`src/rtl/pc_fetch_unit.sv`:
```
// pc_fetch_unit: PC sequencing and instruction fetch for the single-cycle CPU.
//
// Each instruction takes these steps: FETCH issues one read, WAIT holds until
// the memory returns the word, EXEC presents it until the core commits, and
// the next PC is then taken from the decoder's pcsrc. A halting commit parks
// the unit in HALT until reset.
//
// Handshake: o_imem_req is a one-cycle pulse with o_imem_addr valid in that
// cycle. The memory answers with i_imem_rvalid=1 in a later cycle (at least one
// cycle after the request, with no upper bound). rvalid is accepted only in
// WAIT. i_commit is accepted only in EXEC, which is the only state in which
// o_instr_valid=1.
//
// Optional feature: define PC_FETCH_RETIRE_CNT_EN to add o_retire_cnt, a
// wrapping count of accepted commits that includes the halting instruction.
module pc_fetch_unit #(
  parameter logic [31:0] RESET_PC = 32'h0000_0000,
  parameter int          ADDR_W   = 32
) (
  input  logic              i_clk,
  input  logic              i_rst,
  input  logic [1:0]        i_pcsrc,
  input  logic              i_halt_req,
  input  logic [15:0]       i_imm16,
  input  logic [25:0]       i_jaddr,
  input  logic              i_commit,
  output logic              o_imem_req,
  output logic [ADDR_W-1:0] o_imem_addr,
  input  logic              i_imem_rvalid,
  input  logic [31:0]       i_imem_rdata,
  output logic [31:0]       o_instr_out,
  output logic              o_instr_valid,
  output logic [ADDR_W-1:0] o_pc_out,
  output logic [ADDR_W-1:0] o_pc_plus4,
  output logic              o_halted,
  output logic [1:0]        o_state
`ifdef PC_FETCH_RETIRE_CNT_EN
  ,
  output logic [31:0]       o_retire_cnt
`endif
);

  typedef enum logic [1:0] {
    S_FETCH = 2'd0,
    S_WAIT  = 2'd1,
    S_EXEC  = 2'd2,
    S_HALT  = 2'd3
  } state_t;

  // Word-aligned reset PC and the mask for the jump's 28-bit region.
  localparam logic [ADDR_W-1:0] RST_PC     = ADDR_W'(RESET_PC) & ~ADDR_W'(3);
  localparam logic [ADDR_W-1:0] LOW28_MASK = ADDR_W'(28'hFFF_FFFF);

  state_t            r_state;
  state_t            w_state_nxt;
  logic [ADDR_W-1:0] r_pc;
  logic [ADDR_W-1:0] w_pc_nxt;
  logic [31:0]       r_instr;
  logic [31:0]       w_instr_nxt;
  logic              r_instr_valid;
  logic              w_valid_nxt;
  logic              r_halted;
  logic              w_halted_nxt;

  logic [ADDR_W-1:0] w_pc_plus4;
  logic [ADDR_W-1:0] w_br_off;
  logic [ADDR_W-1:0] w_br_tgt;
  logic [ADDR_W-1:0] w_jmp_tgt;
  logic              w_accept;

  // Candidate next PCs; all arithmetic wraps modulo 2^ADDR_W.
  assign w_pc_plus4 = r_pc + ADDR_W'(4);
  assign w_br_off   = {{(ADDR_W-18){i_imm16[15]}}, i_imm16, 2'b00};
  assign w_br_tgt   = w_pc_plus4 + w_br_off;
  assign w_jmp_tgt  = (w_pc_plus4 & ~LOW28_MASK) | ADDR_W'({i_jaddr, 2'b00});
  assign w_accept   = (r_state == S_EXEC) && i_commit;

  assign o_instr_out   = r_instr;
  assign o_instr_valid = r_instr_valid;
  assign o_pc_out      = r_pc;
  assign o_pc_plus4    = w_pc_plus4;
  assign o_halted      = r_halted;
  assign o_state       = r_state;

  // Next-state, next-PC and memory request decode.
  always_comb begin
    w_state_nxt = r_state;
    w_pc_nxt    = r_pc;
    w_instr_nxt = r_instr;
    w_valid_nxt = r_instr_valid;
    w_halted_nxt = r_halted;
    o_imem_req  = 1'b0;
    o_imem_addr = '0;
    case (r_state)
      S_FETCH: begin
        o_imem_req  = 1'b1;
        o_imem_addr = r_pc;
        w_state_nxt = S_WAIT;
      end
      S_WAIT: begin
        if (i_imem_rvalid) begin
          w_instr_nxt = i_imem_rdata;
          w_valid_nxt = 1'b1;
          w_state_nxt = S_EXEC;
        end
      end
      S_EXEC: begin
        if (i_commit) begin
          w_valid_nxt = 1'b0;
          if (i_halt_req) begin
            w_halted_nxt = 1'b1;
            w_state_nxt  = S_HALT;
          end else begin
            case (i_pcsrc)
              2'd1:    w_pc_nxt = w_br_tgt;
              2'd2:    w_pc_nxt = w_jmp_tgt;
              default: w_pc_nxt = w_pc_plus4;
            endcase
            w_state_nxt = S_FETCH;
          end
        end
      end
      default: begin
        w_valid_nxt  = 1'b0;
        w_halted_nxt = 1'b1;
      end
    endcase
    // No request leaves the block while reset is held.
    if (i_rst) begin
      o_imem_req  = 1'b0;
      o_imem_addr = '0;
    end
  end

  // State, PC and instruction registers with synchronous reset.
  always_ff @(posedge i_clk) begin
    if (i_rst) begin
      r_state       <= S_FETCH;
      r_pc          <= RST_PC;
      r_instr       <= 32'h0;
      r_instr_valid <= 1'b0;
      r_halted      <= 1'b0;
    end else begin
      r_state       <= w_state_nxt;
      r_pc          <= w_pc_nxt;
      r_instr       <= w_instr_nxt;
      r_instr_valid <= w_valid_nxt;
      r_halted      <= w_halted_nxt;
    end
  end

`ifdef PC_FETCH_RETIRE_CNT_EN
  logic [31:0] r_retire_cnt;

  // Count accepted commits; nothing is accepted in HALT so the count freezes.
  always_ff @(posedge i_clk) begin
    if (i_rst) begin
      r_retire_cnt <= 32'h0;
    end else if (w_accept) begin
      r_retire_cnt <= r_retire_cnt + 32'd1;
    end
  end

  assign o_retire_cnt = r_retire_cnt;
`else
  logic w_unused_accept;
  assign w_unused_accept = w_accept;
`endif

endmodule

```
`config.mk`:
```
export PLATFORM = sky130hd
export DESIGN_NAME = pc_fetch_unit
export DESIGN_NICKNAME = d
export VERILOG_FILES = /design/src/rtl/pc_fetch_unit.sv
export SDC_FILE = /design/constraint.sdc
export NUM_CORES = 1
export LEC_CHECK = 0
export ABC_AREA = 0
export CAP_MARGIN = 20
export CORE_MARGIN = 5
export CORE_UTILIZATION = 70
export CTS_BUF_LIST = sky130_fd_sc_hd__clkbuf_8 sky130_fd_sc_hd__clkbuf_16
export DETAILED_ROUTE_END_ITERATION = 6
export DONT_BUFFER_PORTS = 1
export PLACE_DENSITY = 0.86
export RECOVER_POWER = 25
export SYNTH_ARGS = -nofsm -noshare
export SYNTH_HDL_FRONTEND = slang
export SYNTH_SLANG_ARGS = --single-unit
```
`constraint.sdc`:
```
create_clock -name i_clk -period 6.1 [get_ports i_clk]
set_input_delay 0.915 -clock i_clk [delete_from_list [all_inputs] [get_ports i_clk]]
set_output_delay 0.915 -clock i_clk [all_outputs]
set_load 0.02 [all_outputs]
```
==> results_dict.tcl <==
set metrics [dict create \
    die-area_um2 10300 \
    post_cts_resized 0 \
    synthXorXnorAreaFrac_pct 6.28 \
    grt_max_degree 72 \
    critPathMaxFanout 12 \
    crit_path_frequent_cell "a21o_1" \
    drt_iter0_markers 578 \
    ant_nets 0 \
    rsz0062_at_grt "no" \
    ys_ff_latch 66 \
    grt_pass1_vias 5893 \
    cts_tree "built" \
    max_freq_ghz 0.214 \
    critPathCaptureType "register" \
    worst-path-stages 15 \
    clock_latency_ns 0.36 \
    hold_buffers 0 \
    synth-edff-count 0 \
    synth.area.top_cells "dfxtp_1 (23%), ha_1 (8.5%), nand2_1 (7.6%), a21oi_1 (6.7%), xnor2_1 (4.5%)" \
    cts.sinks 66 \
    power.total_mw 1.33 \
    slowest_stage "dfxtp_1" \
    area_growth_pct 3.01 \
    cp-start-kind "register" \
    die_y_um 102 \
    leakage_nw 2.46 \
    synth_ff_type "dfxtp_1" \
    initial_core_util_pct 71.7 \
    wl_per_cell_um 22.4 \
    postRouteWirelength_um 19700 \
    finalWeightedCongestion 1.03 \
    htreeDepth 3 \
    ys_seq_area_share_pct 22.5 \
    tightestPinTransition_ns 0.998 \
    hpwl_um 14600 \
    viasPerCell 7.24 \
    crit_buf_inv 0 \
    syn_area_um2 5860 \
    relSlewSlack_pct 33.3 \
    die_w_um 102 \
    power-per-cell-area_nw_per_um2 221 \
    hold_violations 0 \
    synth_top_family_by_area "compound AO/OA/AOI/OAI gates" \
    port_buffers 0 \
    cp.arrival_ns 4.90 \
    async_flop_share_pct 0 \
    grt.total_usage_pct 36.3 \
    yosys-mux-area-fraction_pct 0.726 \
    skew_ns 0.0111 \
    path_clk_slew_ns 0.09 \
    root_buffer "clkbuf_8" \
    final_nets 891 \
    cap_violations 0 \
    io_pins 214 \
    n_antenna_cell 0 \
    syn_inst 806 \
    drc 0 \
    cts-buffers-inserted 9 \
    finalSetupTns_ns 0 \
    vias 6360 \
    cts_setup_buffers 0 \
    placementRows 33 \
    setup-violations-final 0 \
    outcome "finished clean" \
    hold_depth 2 \
    synth-simple-area-share_pct 27.2 \
    yosysTopAreaCell "dfxtp_1" \
    synth.top_cell.area_share_pct 22.5 \
    core_um2 8180 \
    irDropWorstVdd_mv 0.211 \
    cp_cell_sequence "ha_1 -> and2_1 -> nand4_4 -> nor2_1 -> and3_1 -> xor2_1 -> ha_1 -> a21o_1 -> a21o_1 -> a21o_1 -> o21ba_2 -> o221ai_1 -> xnor2_1 -> mux2i_1 -> o32ai_2" \
    slew_violations 0 \
    cts_buffer_depth 2 \
    grt_pass1_wl_um 29800 \
    fin_crit_sh_pct 76.5 \
    crit_required_ns 6.34 \
    antenna_found_initial 0 \
    syn_area_per_cell_um2 7.27 \
    drive_gt1_share_pct 6.07 \
    min_path_type "reg2reg" \
    slowest_delay_ns 0.65 \
    critical_path_class "reg2reg" \
    synth_compound_area_share_pct 28.4 \
    firstDrtPassIters 6 \
    ys_types 73 \
    grt-ovfl-total 0 \
    r2r_cells 15 \
    path_delay_family "compound AO/OA/AOI/OAI gates" \
    yosys_warnings 0 \
    synthAdderAreaFrac_pct 8.88 \
    layout_min_cycle_time_ns 4.66 \
]
-- cell usage in the layout, fill, tap and decap left out, types with 5 or more instances in the layout --
| cell | Yosys | layout |
|---|---|---|
| dfxtp_1 | 66 | 66 |
| a211o_1 | 7 | 7 |
| inv_1 | 21 | 21 |
| a221oi_1 | 13 | 13 |
| nor3_1 | 13 | 13 |
| a211oi_1 | 10 | 10 |
| nor2b_1 | 9 | 9 |
| a21o_1 | 23 | 23 |
| o21a_1 | 7 | 7 |
| a311oi_1 | 7 | 7 |
| o21ai_0 | 45 | 45 |
| nand4_1 | 14 | 14 |
| a31oi_1 | 9 | 9 |
| nand2_1 | 119 | 119 |
| and3_1 | 5 | 5 |
| and4_1 | 6 | 6 |
| ha_1 | 40 | 40 |
| nand2b_1 | 6 | 6 |
| o22ai_1 | 7 | 7 |
| and2_1 | 31 | 31 |
| o31ai_1 | 5 | 5 |
| a21oi_1 | 79 | 79 |
| nor2_1 | 60 | 59 |
| nand3_1 | 24 | 24 |
| clkbuf_8 | 0 | 9 |
| a22oi_1 | 6 | 6 |
| xor2_1 | 12 | 12 |
| xnor2_1 | 30 | 30 |
| conb_1 | 1 | 6 |
-- per-stage QoR --
| step | hold slack, ns | area [µm²] | utilization (%) | setup WS, ns | std cells |
|---|---|---|---|---|---|
| 6_report | 0.555 | 6040 | 73.8 | 1.44 | 879 |
| 5_1_grt | 0.573 | 6040 | 73.8 | 1.15 | 879 |
| 4_1_cts | 0.557 | 5980 | 73.2 | 1.50 | 876 |
| 3_5_place_dp | 0.546 | 5780 | 70.7 | 1.52 | 860 |
| 3_3_place_gp | 0.538 | 5780 | 70.7 | 1.60 | 860 |
| 2_1_floorplan | 0.534 | 5880 | - | 2.13 | 811 |
-- report_power, final --
| part | leakage, nW | internal (mW) | switching [mW] |
|---|---|---|---|
| logic | 1.82 | 0.115 | 0.231 |
| clock network | 0.0988 | 0.196 | 0.218 |
| registers | 0.535 | 0.475 | 0.0974 |
| total | 2.46 | 0.787 | 0.546 |
-- state kept, by name, indices dropped and copies added (netlist names) --
register	cells
o_instr_valid	1
o_instr_out	32
o_state	2
o_halted	1
o_pc_out	30
-- cell usage after synthesis, types with 7 or more instances --
library cell / count
a211oi_1: 10
xnor2_1: 30
a221oi_1: 13
xor2_1: 12
o22ai_1: 7
nand2_1: 119
a21oi_1: 79
nor3_1: 13
a311oi_1: 7
buf_4: 9
nor2_1: 60
a21o_1: 23
a31oi_1: 9
a211o_1: 7
clkbuf_1: 36
and2_1: 31
nand3_1: 24
buf_1: 9
o21ai_0: 45
inv_1: 21
ha_1: 40
dfxtp_1: 66
nor2b_1: 9
nand4_1: 14
o21a_1: 7
-- worst min-delay path, delay by kind of cell (launching register included) --
kind	cells	cell delay, ns
AOI/OAI and AO/OA	1	0.06
DFF	1	0.38
and+or+nand+nor	1	0.08
-- path summary, 6_finish.rpt --
kind,startpoint,end,slack [ns]
worst max register to register,o_pc_out[2]$_SDFFE_PP0P_,o_pc_out[31]$_SDFFE_PP0P_,1.44
worst max-delay path,o_pc_out[2]$_SDFFE_PP0P_,o_pc_out[31]$_SDFFE_PP0P_,1.44
worst min-delay path,o_instr_out[10]$_SDFFE_PP0P_,o_instr_out[10]$_SDFFE_PP0P_,0.56
worst min register to register,o_instr_out[10]$_SDFFE_PP0P_,o_instr_out[10]$_SDFFE_PP0P_,0.56
-- routing by layer --
layer	vias to the layer above	wire length, µm	GRT usage (%)
met3	110	2710	9.78
met5	-	0	0
met4	0	1090	18.5
met2	505	8970	59.5
li1	2823	-	-
met1	2922	6960	43.6
-- final cells by class --
class | count | area [µm²]
sequential | 66 | 1320
timing repair buffer | 7 | 83.8
tap | 105 | 131
clock buffer | 9 | 124
inverter | 21 | 78.8
multi-input combinational | 664 | 4220
fill | 639 | 2140
clock inverter | 7 | 82.6
-- kinds of logic (layout without fill, tap and decap cells) --
logic type,Yosys count,in the layout
xor+xnor,42,42
buf+inv,81,44
mux,4,4
flops,66,66
simple gates,318,318
fa+ha+maj,41,41
compound gates,253,253
other cells,1,6
No activity file was read; power rests on OpenSTA's default activity.
